[src/rtl/vscale_mem_arbiter_if.sv]
// Signal bundle between the vscale core, the fetch/data arbiter and the shared memory port.
// The arbiter takes the master modport (it masters the shared port); the environment takes slave.
interface vscale_mem_arbiter_if;
  logic [31:0] imem_addr;
  logic [31:0] imem_rdata;
  logic        imem_wait;
  logic        imem_badmem_e;
  logic        dmem_en;
  logic        dmem_wen;
  logic [2:0]  dmem_size;
  logic [31:0] dmem_addr;
  logic [31:0] dmem_wdata_delayed;
  logic [31:0] dmem_rdata;
  logic        dmem_wait;
  logic        dmem_badmem_e;
  logic        mem_req_valid;
  logic        mem_req_ready;
  logic        mem_req_wen;
  logic [2:0]  mem_req_size;
  logic [31:0] mem_req_addr;
  logic [31:0] mem_req_wdata;
  logic        mem_resp_valid;
  logic [31:0] mem_resp_rdata;
  logic        mem_resp_err;

  modport master (
    input  imem_addr, dmem_en, dmem_wen, dmem_size, dmem_addr, dmem_wdata_delayed,
    input  mem_req_ready, mem_resp_valid, mem_resp_rdata, mem_resp_err,
    output imem_rdata, imem_wait, imem_badmem_e, dmem_rdata, dmem_wait, dmem_badmem_e,
    output mem_req_valid, mem_req_wen, mem_req_size, mem_req_addr, mem_req_wdata
  );

  modport slave (
    output imem_addr, dmem_en, dmem_wen, dmem_size, dmem_addr, dmem_wdata_delayed,
    output mem_req_ready, mem_resp_valid, mem_resp_rdata, mem_resp_err,
    input  imem_rdata, imem_wait, imem_badmem_e, dmem_rdata, dmem_wait, dmem_badmem_e,
    input  mem_req_valid, mem_req_wen, mem_req_size, mem_req_addr, mem_req_wdata
  );
endinterface

[src/rtl/vscale_mem_arbiter.sv]
// Serializes the vscale fetch and data requests onto one single-outstanding memory port.
// Define VSCALE_ARB_FETCH_FIRST_EN to issue the fetch before the data access.
module vscale_mem_arbiter (
  input  logic                 clk,
  input  logic                 reset,
  vscale_mem_arbiter_if.master bus
);
  typedef enum logic [2:0] {IDLE, ISSUE1, RESP1, ISSUE2, RESP2} state_e;

  localparam logic [2:0] FETCH_SIZE = 3'd2;

  state_e      state_q, state_d;
  logic [31:0] i_addr_q;
  logic        d_pend_q;
  logic        d_wen_q;
  logic [2:0]  d_size_q;
  logic [31:0] d_addr_q;
  logic [31:0] wdata_q;
  logic        first_q;
  logic [31:0] i_rdata_q, i_rdata_d;
  logic [31:0] d_rdata_q, d_rdata_d;
  logic        i_err_q, i_err_d;
  logic        d_err_q, d_err_d;
  logic        busy;
  logic        second;
  logic        sel_data;
  logic        take_resp;

  assign busy      = (state_q != IDLE);
  assign second    = (state_q == ISSUE2) || (state_q == RESP2);
  assign take_resp = bus.mem_resp_valid && ((state_q == RESP1) || (state_q == RESP2));

`ifdef VSCALE_ARB_FETCH_FIRST_EN
  // The second slot only exists when a data access is pending, so it is always the data one.
  assign sel_data          = second;
  assign bus.mem_req_wdata = wdata_q;
`else
  assign sel_data          = d_pend_q && !second;
  // Store data arrives one cycle after the address, which is exactly the first ISSUE1 cycle.
  assign bus.mem_req_wdata = first_q ? bus.dmem_wdata_delayed : wdata_q;
`endif

  assign bus.imem_wait     = busy;
  assign bus.dmem_wait     = busy && d_pend_q;
  assign bus.imem_rdata    = i_rdata_q;
  assign bus.imem_badmem_e = i_err_q;
  assign bus.dmem_rdata    = d_rdata_q;
  assign bus.dmem_badmem_e = d_err_q;

  always_comb begin
    state_d           = state_q;
    bus.mem_req_valid = 1'b0;
    bus.mem_req_wen   = 1'b0;
    bus.mem_req_size  = FETCH_SIZE;
    bus.mem_req_addr  = i_addr_q;
    i_rdata_d         = i_rdata_q;
    i_err_d           = i_err_q;
    d_rdata_d         = d_rdata_q;
    d_err_d           = d_err_q;

    if (sel_data) begin
      bus.mem_req_wen  = d_wen_q;
      bus.mem_req_size = d_size_q;
      bus.mem_req_addr = d_addr_q;
    end

    unique case (state_q)
      IDLE:   state_d = ISSUE1;
      ISSUE1: begin
        bus.mem_req_valid = 1'b1;
        if (bus.mem_req_ready) state_d = RESP1;
      end
      RESP1:  if (bus.mem_resp_valid) state_d = d_pend_q ? ISSUE2 : IDLE;
      ISSUE2: begin
        bus.mem_req_valid = 1'b1;
        if (bus.mem_req_ready) state_d = RESP2;
      end
      RESP2:  if (bus.mem_resp_valid) state_d = IDLE;
      default: state_d = IDLE;
    endcase

    // A store response only carries an error flag; the load data register is left alone.
    if (take_resp) begin
      if (sel_data) begin
        d_err_d = bus.mem_resp_err;
        if (!d_wen_q) d_rdata_d = bus.mem_resp_rdata;
      end else begin
        i_err_d   = bus.mem_resp_err;
        i_rdata_d = bus.mem_resp_rdata;
      end
    end
  end

  always_ff @(posedge clk) begin
    if (reset) begin
      state_q   <= IDLE;
      i_addr_q  <= '0;
      d_pend_q  <= 1'b0;
      d_wen_q   <= 1'b0;
      d_size_q  <= '0;
      d_addr_q  <= '0;
      wdata_q   <= '0;
      first_q   <= 1'b0;
      i_rdata_q <= '0;
      d_rdata_q <= '0;
      i_err_q   <= 1'b0;
      d_err_q   <= 1'b0;
    end else begin
      state_q   <= state_d;
      first_q   <= (state_q == IDLE);
      i_rdata_q <= i_rdata_d;
      d_rdata_q <= d_rdata_d;
      i_err_q   <= i_err_d;
      d_err_q   <= d_err_d;
      if (state_q == IDLE) begin
        i_addr_q <= bus.imem_addr;
        d_pend_q <= bus.dmem_en;
        d_wen_q  <= bus.dmem_wen;
        d_size_q <= bus.dmem_size;
        d_addr_q <= bus.dmem_addr;
      end
      if (first_q && d_pend_q) wdata_q <= bus.dmem_wdata_delayed;
    end
  end
endmodule

[src/flat_wrapper.sv]
// flat-port wrapper written by rule: the top's interface ports become plain ports
module vscale_mem_arbiter_flat 
  (clk, reset, bus_imem_addr, bus_dmem_en, bus_dmem_wen, bus_dmem_size, bus_dmem_addr, bus_dmem_wdata_delayed, bus_mem_req_ready, bus_mem_resp_valid, bus_mem_resp_rdata, bus_mem_resp_err, bus_imem_rdata, bus_imem_wait, bus_imem_badmem_e, bus_dmem_rdata, bus_dmem_wait, bus_dmem_badmem_e, bus_mem_req_valid, bus_mem_req_wen, bus_mem_req_size, bus_mem_req_addr, bus_mem_req_wdata);
  vscale_mem_arbiter_if bus_i ();
  input  logic clk;
  input  logic reset;
  input wire logic [$bits(bus_i.imem_addr)-1:0] bus_imem_addr;
  input wire logic [$bits(bus_i.dmem_en)-1:0] bus_dmem_en;
  input wire logic [$bits(bus_i.dmem_wen)-1:0] bus_dmem_wen;
  input wire logic [$bits(bus_i.dmem_size)-1:0] bus_dmem_size;
  input wire logic [$bits(bus_i.dmem_addr)-1:0] bus_dmem_addr;
  input wire logic [$bits(bus_i.dmem_wdata_delayed)-1:0] bus_dmem_wdata_delayed;
  input wire logic [$bits(bus_i.mem_req_ready)-1:0] bus_mem_req_ready;
  input wire logic [$bits(bus_i.mem_resp_valid)-1:0] bus_mem_resp_valid;
  input wire logic [$bits(bus_i.mem_resp_rdata)-1:0] bus_mem_resp_rdata;
  input wire logic [$bits(bus_i.mem_resp_err)-1:0] bus_mem_resp_err;
  output wire logic [$bits(bus_i.imem_rdata)-1:0] bus_imem_rdata;
  output wire logic [$bits(bus_i.imem_wait)-1:0] bus_imem_wait;
  output wire logic [$bits(bus_i.imem_badmem_e)-1:0] bus_imem_badmem_e;
  output wire logic [$bits(bus_i.dmem_rdata)-1:0] bus_dmem_rdata;
  output wire logic [$bits(bus_i.dmem_wait)-1:0] bus_dmem_wait;
  output wire logic [$bits(bus_i.dmem_badmem_e)-1:0] bus_dmem_badmem_e;
  output wire logic [$bits(bus_i.mem_req_valid)-1:0] bus_mem_req_valid;
  output wire logic [$bits(bus_i.mem_req_wen)-1:0] bus_mem_req_wen;
  output wire logic [$bits(bus_i.mem_req_size)-1:0] bus_mem_req_size;
  output wire logic [$bits(bus_i.mem_req_addr)-1:0] bus_mem_req_addr;
  output wire logic [$bits(bus_i.mem_req_wdata)-1:0] bus_mem_req_wdata;
  assign bus_i.imem_addr = bus_imem_addr;
  assign bus_i.dmem_en = bus_dmem_en;
  assign bus_i.dmem_wen = bus_dmem_wen;
  assign bus_i.dmem_size = bus_dmem_size;
  assign bus_i.dmem_addr = bus_dmem_addr;
  assign bus_i.dmem_wdata_delayed = bus_dmem_wdata_delayed;
  assign bus_i.mem_req_ready = bus_mem_req_ready;
  assign bus_i.mem_resp_valid = bus_mem_resp_valid;
  assign bus_i.mem_resp_rdata = bus_mem_resp_rdata;
  assign bus_i.mem_resp_err = bus_mem_resp_err;
  assign bus_imem_rdata = bus_i.imem_rdata;
  assign bus_imem_wait = bus_i.imem_wait;
  assign bus_imem_badmem_e = bus_i.imem_badmem_e;
  assign bus_dmem_rdata = bus_i.dmem_rdata;
  assign bus_dmem_wait = bus_i.dmem_wait;
  assign bus_dmem_badmem_e = bus_i.dmem_badmem_e;
  assign bus_mem_req_valid = bus_i.mem_req_valid;
  assign bus_mem_req_wen = bus_i.mem_req_wen;
  assign bus_mem_req_size = bus_i.mem_req_size;
  assign bus_mem_req_addr = bus_i.mem_req_addr;
  assign bus_mem_req_wdata = bus_i.mem_req_wdata;
  vscale_mem_arbiter u_core (.clk(clk), .reset(reset), .bus(bus_i));
endmodule
[config.mk]
export PLATFORM = sky130hd
export DESIGN_NAME = vscale_mem_arbiter_flat
export DESIGN_NICKNAME = d
export VERILOG_FILES = /design/src/rtl/vscale_mem_arbiter_if.sv /design/src/rtl/vscale_mem_arbiter.sv /design/src/flat_wrapper.sv
export SDC_FILE = /design/constraint.sdc
export NUM_CORES = 1
export LEC_CHECK = 0
export ABC_AREA = 0
export BUFFER_PORTS_ARGS = -buffer_cell sky130_fd_sc_hd__buf_2
export CORE_MARGIN = 2
export CORE_UTILIZATION = 45
export CTS_BUF_LIST = sky130_fd_sc_hd__clkbuf_16
export DETAILED_ROUTE_END_ITERATION = 6
export PLACE_DENSITY = 0.72
export SKIP_LAST_GASP = 1
export SYNTH_ARGS = -nofsm -noshare
export SYNTH_HDL_FRONTEND = slang
export SYNTH_SLANG_ARGS = --single-unit
[constraint.sdc]
create_clock -name clk -period 2.1 [get_ports clk]
set_clock_uncertainty 0.2 [all_clocks]
set_input_delay 0.105 -clock clk [delete_from_list [all_inputs] [get_ports clk]]
set_output_delay 0.105 -clock clk [all_outputs]
set_load 0.03 [all_outputs]
# == Word-level counts from Yosys, hierarchy flattened ==
# Index checks and enable logic that the tools add are counted.
# totals
regBits,171
in_bits,138
out_inout_bits,137
wordCells,47
# classes
n_eq_ne,8
mux,11
n_bitwise,2
n_reduce_logical,14
# ops
operator,count
two-way mux 32 bit,2
two-way mux 3 bit,5
one-hot mux 3 bit (5 select lines),1
"inequality test 2 bit, second input constant",4
"equality test 3 x 2 -> 1 bit, second input constant",2
logical AND 1 bit,4
AND reduction 2 bit,2
AND reduction 4 bit,1
"equality test 3 x 1 -> 1 bit, second input constant",1
"equality test 3 bit, second input constant",1
zero test 3 bit,1
AND reduction 3 bit,1
nonzero test 3 bit,1
logical OR 1 bit,2
two-way mux 1 bit,2
two-way mux 2 bit,1
inverter 1 bit,2
OR reduction 2 bit,1
zero test 1 bit,1

# == Logic depth before layout (Yosys ltp) ==
# depth
word_depth,6
mapped_depth,6
depth_no_buf,4

# == Worst setup path before layout ==
# No wires, ideal clock.
# synth_timing
kind,reg2out
from,register u_core.state_q[1]
to,output bus_mem_req_addr[23]
arrival_ns,1.537
required_ns,1.795
setup_slack_ns,0.258
stages_incl_launch_ff,6
n_path_buf,2
cell_sequence,dfxtp_1 -> buf_4 -> o21a_1 -> o21ai_4 -> buf_6 -> mux2_1
# synth_between
elab_chain_len,5
word_cells_on_any_way,6
classes_between,eq/ne (2); mux (1); reduce/logical (3)
# synth_rtl
item,line_no,rtl
start: declaration,vscale_mem_arbiter.sv:12,"state_e state_q, state_d;"
start signal: assignment,vscale_mem_arbiter.sv:109,state_q <= state_d;
equality test 3 x 2 -> 1 bit or equality test 3 bit (tied branches),vscale_mem_arbiter.sv:30,assign second = (state_q == ISSUE2) || (state_q == RESP2);
logical OR 1 bit (*),vscale_mem_arbiter.sv:30,
zero test 1 bit (*),vscale_mem_arbiter.sv:38,assign sel_data = d_pend_q && !second;
logical AND 1 bit (*),vscale_mem_arbiter.sv:38,
two-way mux 32 bit (*),vscale_mem_arbiter.sv:61,if (sel_data) begin
end: declaration,flat_wrapper.sv:26,output wire logic [$bits(bus_i.mem_req_addr)-1:0] bus_mem_req_addr;
# Every way passes the cells marked *; elsewhere a longest branch is shown, timed or not.

# == Final worst setup path ==
# layout_timing
from,register u_core.state_q[1]
to,output bus_mem_req_addr[20]
# Same word-level chain as after synthesis.

==> results by group <==
Run status
  – Status: finished, violations left
  – Failing checks: setup timing

STA
  – Final-report hold violation count: 0
  – Final min period: approximately 2300 ps
  – RSZ-0062 raised after global routing: yes
  – Worst-margin pin slew: a little over 600 ps
  – Final Max Slew Viols: 0
  – Fmax: approximately 0.44 GHz
  – Worst setup margin: -155 ps
  – Relative slew slack: 0.594
  – Final setup viols: 32
  – Final Cycle Share: 1.07

Clocking
  – CTS clk-pin slew, worst paths: 60 ps
  – Root Driver: clkbuf_16
  – Clock buffer depth: 2
  – TritonCTS sink count: 171
  – H-tree depth: 4
  – Skew-Pair Late Insertion Delay: just over 400 ps
  – CTS tree: built
  – Num CTS Buffers: 17

Die
  – Num ports: about 280
  – Die H: 129 um
  – FP Rows: 45
  – Total core area: approximately 15000 um^2
  – Die area: between 15000 and 20000 um^2
  – DIE WIDTH: 129 um
  – Initial Utilization: 0.463

Pwr
  – Internal Power: roughly 0.006 W
  – PwrDens: 748 nW/um^2
  – Net Sw Power: ~0.0023 W
  – Leak: ~5.2 nW
  – VDD IR-drop max: 0.000501 V
  – Sequential power share: 0.426
  – Switching Share: 0.280
  – Final Power: around 0.008 W
  – Clock network fraction of total power: 0.357
  – Logic pwr share: 0.217

Layout
  – Area occupied by multi-input gates: roughly 3400 um^2
  – Area growth from synthesis to layout: 55.7%
  – Fin nets: roughly 1300
  – Layout fillers: approximately 1100
  – Share of layout cells above drive strength 1: 0.337
  – Storage cell area: around 3400 um^2
  – Post-layout instance area: between 10000 and 15000 um^2

Critical path
  – Crit path arrival time: 1950 ps
  – Top delay family on crit path: buffers and inverters
  – Critical-path maximum fanout: 8
  – Worst setup SP type: flip-flop
  – CP Class: reg2out
  – Reg2Reg Setup Slack: about 150 ps
  – Buffers & Inverters on Critical Path: 3
  – Worst setup EP type: output pin
  – Crit-path cells: o21a_1 -> o21ai_4 -> buf_6 -> buf_8 -> mux2_2 -> buf_6
  – CP max stage cell: mux2_2
  – Worst Path Required: between 1500 and 2000 ps
  – Most used cell, CP: buf_6
  – CP max stage delay: 380 ps

Synthesis
  – Post-synth top cells: nand2_1, dfxtp_1, a21oi_1
  – Share of the synthesized area in the top cell type: 0.485
  – Top cells by area, synth: dfxtp_1, nand2_1, mux2_2
  – Synth warnings: 0
  – EDFF count, synth: 0
  – Syn Inst Count: 804
  – Syn Area/Cell: around 8.8 um^2
  – Synth Net Count: 942
  – Distinct cell type count after synthesis: 35
  – Primary FF master, synth: dfxtp_1
  – Mapped Area: just over 7000 um^2
  – Most numerous cell in the Yosys netlist: nand2_1
  – Yosys reg bits: 171
  – Synth async-reset ratio: 0
  – Largest area contributor in the netlist: dfxtp_1
  – Sequential cell area fraction in the yosys report: 0.485

Detailed routing
  – Vias per std cell: 5.13
  – DR pass1 iterations: 5
  – Routed via count: about 7300
  – Total wire length: 24.2 mm
  – Post-route DRC: 0
  – Drt wl/cell: about 17 um
  – Antenna viol nets, final: 0
  – DRT iter0 DRCs: between 400 and 500

Placed design
  – DP Wirelength: 12.7 mm
  – GPL Wtd Cong: ~0.79
  – Dpl cell area: approximately 8600 um^2
  – Input/output buffers: approximately 270

Global route
  – GRT overflow: 0
  – Initial antenna violation count: 0
  – Vias in the first global route: 6787
  – Gr usage total: 0.250
  – First-pass GRT wire length: between 30 and 40 mm
  – Largest net degree at the start of global routing: 88

Min path
  – Min-delay worst type: in2reg

Run
  – Max-Cap Viols: 0
## layout by cell type, fill, tap and decap left out, types with 2 or more instances in the layout
master         Yosys  layout
buf_6              6      37
buf_12             0       5
dfxtp_1          171     169
a21oi_1          104     103
buf_4              7      22
clkinv_4           0       2
nor2b_1           36      36
buf_2             15     241
nand2_1          268     268
clkinv_1           0       3
dlygate4sd3_1      0     137
clkinv_2           0       4
bufinv_16          0       2
clkbuf_16          0      20
nor2_1             5       5
and2b_1            2       2
mux2i_1           32      32
inv_1              6       8
mux2_2            63      42
a22o_1            33      33
mux2_4             0      22
## worst reg2reg max path, cell delays in order, from the launching register on
cell and delay [ps]:
dfxtp_1 330, buf_4 170, and2b_1 340, nand4_4 500
mux2i_1 340
## sequential cells by signal, indices dropped and copies added (netlist names)
signal / cells
u_core.state_q: 3
u_core.d_addr_q: 32
u_core.d_wen_q: 1
u_core.d_size_q: 3
u_core.i_addr_q: 32
u_core.d_pend_q: 1
u_core.first_q: 1
u_core.bus.imem_rdata: 32
u_core.bus.imem_badmem_e: 1
u_core.wdata_q: 32
u_core.bus.dmem_badmem_e: 1
u_core.bus.dmem_rdata: 32
## power groups by stage
stage          logic [W]  clock network, W  registers (W)
3_3_place_gp     0.00127                 0        0.00356
3_5_place_dp     0.00128                 0        0.00355
4_1_cts          0.00149           0.00298        0.00348
2_1_floorplan   0.000860                 0        0.00355
5_1_grt          0.00189           0.00311        0.00351
6_report         0.00178           0.00294        0.00350
## kinds of logic (layout without fill, tap and decap cells)
kind of cell / after synthesis / in the layout / synth area share
muxes: 96 / 96 / 0.147
xor gates and xnor gates: 1 / 1 / 0.00124
other: 0 / 1 / 0
and+or+nand+nor: 321 / 321 / 0.192
DFF: 171 / 171 / 0.485
buffers and inverters: 70 / 484 / 0.0500
AOI/OAI and AO/OA: 145 / 145 / 0.125
## per-layer routing
layer  share of wire  routed length, um  vias to the layer above  global-route usage
met5               0                  0                        -                   0
met4           0.043               1050                        0               0.127
met3           0.078               1880                       81              0.0595
met2            0.49              11800                      387               0.415
met1            0.39               9500                     3391               0.303
li1                -                  -                     3474                   -
## final timing paths
path | from | end | cells after the start
setup reg to reg | u_core.state_q[0] | u_core.bus.dmem_rdata[22] | 4
hold reg to reg | u_core.bus.dmem_rdata[5] | u_core.bus.dmem_rdata[5] | 2
setup / recovery | u_core.state_q[1] | bus_mem_req_addr[20] | 6
hold / removal | reset | u_core.state_q[2] | 3
## per-stage QoR
| stage | worst slack, ps | hold WS, ps | util | setup TNS [ps] | std cells |
|---|---|---|---|---|---|
| after floorplan | 258 | 37.6 | - | 0 | 804 |
| after global placement | 220 | 139 | 0.562 | 0 | 1243 |
| after detailed placement | 146 | 139 | 0.562 | 0 | 1243 |
| after CTS | -165 | 8.93 | 0.687 | -5060 | 1410 |
| after global routing | -212 | 39.0 | 0.721 | -5510 | 1429 |
| final | -155 | 13.5 | 0.721 | -3480 | 1430 |
## cell type report
cell class	instances	share of cell area
clock inverters	13	0.0104
well taps	211	0.0240
multi-input cells	563	0.307
repair buffers	446	0.305
diodes	1	0.000228
repair inverters	1	0.000455
flip-flops and latches	171	0.312
inverters	7	0.00284
clock buffers	17	0.0387
## timing repair
action                     in CTS  in global routing
hold endpoints to repair      170                  0
pin swaps                       1                  3
setup endpoints to repair      35                 34
gates resized for setup         4                129
hold buffers                  137                  0
setup buffers                   0                 13
cloned                          0                  6
Note: power is estimated with default switching activity, not from simulation.
